**src/rtl/rr_mux_nto1.sv**
```systemverilog
`default_nettype none
// ============================================================================
// Module   : rr_mux_nto1
// Purpose  : N-channel, WIDTH-bit stream multiplexer with valid/ready
//            handshakes, a registered output stage, and two arbitration
//            modes: fixed software select or round-robin.
// Revision : 1.0 - initial release
// ============================================================================
module rr_mux_nto1 #(
    parameter int WIDTH    = 4,
    parameter int CHANNELS = 4,
    parameter int SEL_W    = 2
) (
    input  logic                      clk,
    input  logic                      reset,
    input  logic                      mode,
    input  logic [SEL_W-1:0]          select,
    input  logic [CHANNELS*WIDTH-1:0] in_data,
    input  logic [CHANNELS-1:0]       in_valid,
    output logic [CHANNELS-1:0]       in_ready,
    output logic [WIDTH-1:0]          out_data,
    output logic                      out_valid,
    output logic [SEL_W-1:0]          out_chan,
    input  logic                      out_ready
);

    // Valid vector padded to the full select range so that any select value,
    // including those beyond CHANNELS-1, indexes a real bit (reads as 0).
    localparam int c_SLOTS = 1 << SEL_W;

    logic [c_SLOTS-1:0] w_valid_ext;
    logic               w_load_en;
    logic               w_fix_valid;
    logic               w_rr_valid;
    logic [SEL_W-1:0]   w_rr_grant;
    logic               w_grant_valid;
    logic [SEL_W-1:0]   w_grant;
    logic [WIDTH-1:0]   w_grant_data;
    logic               w_xfer;
    int                 w_idx;

    logic [SEL_W-1:0]   r_ptr;
    logic               r_out_valid;
    logic [WIDTH-1:0]   r_out_data;
    logic [SEL_W-1:0]   r_out_chan;

    assign w_valid_ext = c_SLOTS'(in_valid);

    // The output register may take a new word when empty or being drained.
    assign w_load_en = !r_out_valid | out_ready;

    // Fixed mode: the selected channel wins if it exists and is valid.
    assign w_fix_valid = (int'(select) < CHANNELS) & w_valid_ext[select];

    // Round-robin scan starting at the pointer; scanning from the far end
    // back toward the pointer lets the nearest valid channel overwrite.
    always_comb begin
        w_rr_valid = 1'b0;
        w_rr_grant = '0;
        w_idx      = 0;
        for (int k = CHANNELS - 1; k >= 0; k--) begin
            w_idx = int'(r_ptr) + k;
            if (w_idx >= CHANNELS) begin
                w_idx = w_idx - CHANNELS;
            end
            if (w_valid_ext[SEL_W'(w_idx)]) begin
                w_rr_valid = 1'b1;
                w_rr_grant = SEL_W'(w_idx);
            end
        end
    end

    assign w_grant_valid = mode ? w_rr_valid : w_fix_valid;
    assign w_grant       = mode ? w_rr_grant : select;

    // Steer the granted channel's data toward the output register.
    always_comb begin
        w_grant_data = '0;
        for (int i = 0; i < CHANNELS; i++) begin
            if (w_grant == SEL_W'(i)) begin
                w_grant_data = in_data[i*WIDTH +: WIDTH];
            end
        end
    end

    // A grant always completes a transfer because ready is only offered to
    // the granted channel, and only when that channel is valid.
    assign w_xfer = !reset & w_load_en & w_grant_valid;

    generate
        for (genvar i = 0; i < CHANNELS; i++) begin : g_ready
            assign in_ready[i] = w_xfer & (w_grant == SEL_W'(i));
        end
    endgenerate

    // Output stage and round-robin pointer; data/chan hold on an empty load.
    always_ff @(posedge clk) begin
        if (reset) begin
            r_out_valid <= 1'b0;
            r_out_data  <= '0;
            r_out_chan  <= '0;
            r_ptr       <= '0;
        end else begin
            if (w_load_en) begin
                r_out_valid <= w_grant_valid;
                if (w_grant_valid) begin
                    r_out_data <= w_grant_data;
                    r_out_chan <= w_grant;
                end
            end
            if (w_xfer & mode) begin
                r_ptr <= (w_grant == SEL_W'(CHANNELS - 1)) ? '0 : w_grant + 1'b1;
            end
        end
    end

    assign out_valid = r_out_valid;
    assign out_data  = r_out_data;
    assign out_chan  = r_out_chan;

endmodule
`default_nettype wire

```
**config.mk**
```make
export PLATFORM = sky130hd
export DESIGN_NAME = rr_mux_nto1
export DESIGN_NICKNAME = d
export VERILOG_FILES = /design/src/rtl/rr_mux_nto1.sv
export SDC_FILE = /design/constraint.sdc
export NUM_CORES = 1
export LEC_CHECK = 0
export CAP_MARGIN = 20
export CORE_UTILIZATION = 36
export DETAILED_ROUTE_END_ITERATION = 12
export HOLD_SLACK_MARGIN = 0.08
export PLACE_DENSITY = 0.81
export REMOVE_ABC_BUFFERS = 1
export SKIP_LAST_GASP = 1
export SLEW_MARGIN = 20
export SYNTH_ARGS = -nofsm -noshare
export SYNTH_HDL_FRONTEND = slang
export SYNTH_SLANG_ARGS = --single-unit
```
**constraint.sdc**
```tcl
create_clock -name clk -period 2.3 [get_ports clk]
set_input_delay 0.46 -clock clk [delete_from_list [all_inputs] [get_ports clk]]
set_output_delay 0.46 -clock clk [all_outputs]
set_load 0.005 [all_outputs]
```
==> flow_summary.toml <==
[outcome]
outcome = "finished with violations"
violations = "setup timing"

[timing]
worstMarginPinSlew_ns = 0.497
fin_worst_skew_ns = 0.00523
drv_slew = 0
timing.fmax_mhz = 417
setup_tns_ns = -0.272
hold_viol = 0
fin_ws_ns = -0.0983
finalCriticalPeriod_ns = 2.40
fin_crit_sh_pct = 104
setup-violations-final = 5
max-slew-margin-rel_pct = 66.0
rsz0062_at_grt = "yes"

[clocking]
max-clock-path-buffers = 2
clk_latency_ns = 0.27
htreeDepth = 1
cts-root-buf = "clkbuf_4"
cts_tree = "yes"
numCtsBuffers = 3
cts_hold_buf = 0
clk_pin_slew_worst_paths_ns = 0.07
numClockSinks = 9

[min_path]
hold_path_depth = 2
hold_end = "out_data[2]"
min-delay-start = "out_data[2]"
min_path_type = "reg2reg"

[critical_path]
critical-path-slowest-cell = "dfxtp_4"
worstSetupEndpointType = "output pin"
critPathMaxFanout = 6
reg2regPathDepth = 12
r2r_start = "r_ptr[1]"
worstPathRequired_ns = 1.84
cp.arrival_ns = 1.94
startpoint_type = "flop"
setup.worst_path.class = "reg2out"
timing.rr.end = "out_data[2]"
max_stage_delay_ns = 0.37
r2r_slack_ns = -0.02
path_cells = "nand2b_1, a21oi_2, o21ai_2, o22ai_2, inv_2, ha_2, and2_4, buf_6"

[floorplan]
core_um2 = 2000
row_count = 16
ios = 37
initial_core_util_pct = 38.9
dieArea_um2 = 2350
die_w_um = 48.5
die_y_um = 48.5

[yosys]
synthFlopType = "dfxtp_1"
synth.distinct_cells = 32
yosysMostFrequentCell = "a21oi_1"
synthTopCellsByArea = "dfxtp_1 23%, a211oi_2 6.4%, a21oi_1 6.4%, ha_1 6.4%, nor2b_1 4.8%"
synth_edf_count = 0
synth-seq-area-share_pct = 23.2
yosysTopAreaCell = "dfxtp_1"
yosysTopAreaCellShare_pct = 23.2
syn-instance-count = 97
synth.avg_cell_area_um2 = 8.02
synth_common_cells = "10 x a21oi_1, 9 x dfxtp_1, 7 x inv_1, 7 x nor2_1"
syn_area_um2 = 778
yosysWarnings = 0
ys_ff_latch = 9
async_flop_share_pct = 0

[pwr]
p_per_area_nw_per_um2 = 444
p_leak_nw = 0.703
ir_drop_uv = 387

[final_layout]
fin_area_um2 = 1630
antenna_cells = 0
postLayoutCoreUtil_pct = 81.3
drive_gt1_share_pct = 55.6
area_delta_synth_final_pct = 109
nets = 202

[routing]
postRouteAntennaNets = 0
wl_per_cell_um = 16.4
vias = 1062
drt_pass1_iterations = 4
post-route-drc-count = 0
drtIter0Drc = 13
wl_um = 3240
viasPerCell = 5.36

[placed_design]
routabilityCongestion = 0.810
post-place-ws_ns = -0.801
dpl_cell_area_um2 = 1280
io_buffers = 36
dp_hpwl_um = 1730

[flow_run]
maxCapViolations = 0

[global_route]
grt_pass1_wl_um = 4270
track_usage_pct = 23.5
grt_max_degree = 13
antenna_found_initial = 0
grt_pass1_vias = 995
grt_remaining_overflow = 0
[flip-flops by register name, indices dropped and copies added (netlist names)]
| name | flops |
|---|---|
| out_data | 4 |
| out_chan | 2 |
| out_valid | 1 |
| r_ptr | 2 |
[final cells by class]
type / instances / area, um2
clock buffer: 4 / 26.3
fill: 107 / 374
inverter: 7 / 26.3
multi-input combinational: 75 / 682
sequential: 9 / 185
tap: 27 / 33.8
timing repair buffer: 76 / 674
[layout by cell type, fill, tap and decap left out, types with 2 or more instances in the layout]
cell type        netlist  layout
clkbuf_4               0       3
nor3_2                 0       2
nor2_1                 7       7
a21o_1                 2       2
a2111oi_0              2       2
buf_2                  0       5
nor3_1                 6       4
nand2b_1               4       3
ha_2                   0       3
buf_4                  0      34
o21ai_2                0       2
nand2_1                3       3
a211oi_2               4       4
a21oi_2                1       8
inv_2                  0       4
and2_4                 0       4
buf_6                  2       8
clkdlybuf4s50_1        0      25
a21oi_1               10       3
dfxtp_1                9       7
nor2b_1                6       4
a221oi_2               0       3
inv_1                  7       3
nor2b_4                0       2
nand3_1                3       2
[report_power, final]
| part | internal, mW | switching [mW] | total (mW) |
|---|---|---|---|
| sequential | 0.176 | 0.0164 | 0.192 |
| combinational | 0.235 | 0.169 | 0.403 |
| clock | 0.0671 | 0.0604 | 0.127 |
| total | 0.478 | 0.245 | 0.723 |
[worst max-delay path: cells and delay by family (launching register included)]
kind                     cells  cell delay (ns)
flip-flops                   1             0.37
adder cells (fa/ha/maj)      1             0.22
buffers and inverters        2             0.19
AND/OR/NAND/NOR              2             0.36
AO/OA/AOI/OAI                3             0.52
[worst max path at each step]
| stage | endpoint | start | cells past startpoint | slack [ns] |
|---|---|---|---|---|
| 6_report | in_ready[3] | r_ptr[1] | 8 | -0.1 |
| 2_1_floorplan | out_data[0] | r_ptr[1] | 10 | 0.16 |
| 4_1_cts | out_valid | select[0] | 16 | -0.002 |
| 3_5_place_dp | in_ready[3] | in_valid[0] | 9 | -0.80 |
| 3_3_place_gp | in_ready[0] | in_valid[1] | 8 | -0.76 |
| 5_1_grt | in_ready[3] | r_ptr[1] | 8 | -0.14 |
[layer usage]
layer	part of all wire, %	global-route usage (%)	vias up	wire length, um
li1	-	-	504	-
met2	55	44.4	50	1770
met3	6.5	8.81	8	211
met1	36	22.3	500	1170
met5	0	0	-	0
met4	2.7	10.8	0	89
[metrics by stage]
step,cells,power [mW],hold slack (ns)
2_1_floorplan,91,0.317,0.476
3_3_place_gp,174,0.471,0.483
3_5_place_dp,174,0.477,0.497
4_1_cts,192,0.635,0.506
5_1_grt,198,0.763,0.541
6_report,198,0.723,0.505
[cells by family (layout without fill, tap and decap cells)]
kind of cell / Yosys count / count (layout) / share of synthesized area (%)
buf+inv: 13 / 87 / 8.20
fa+ha+maj: 4 / 4 / 6.43
compound gates: 31 / 31 / 30.2
flops: 9 / 9 / 23.2
simple gates: 37 / 37 / 26.0
mux: 3 / 3 / 5.95
[timing repair]
item | in CTS | in global routing
buffers inserted | 14 | 9
gates resized for setup | 52 | 39
pin swaps | 1 | 23
endpoints found under the setup margin | 8 | 9
Note: power is estimated with default switching activity, not from simulation.
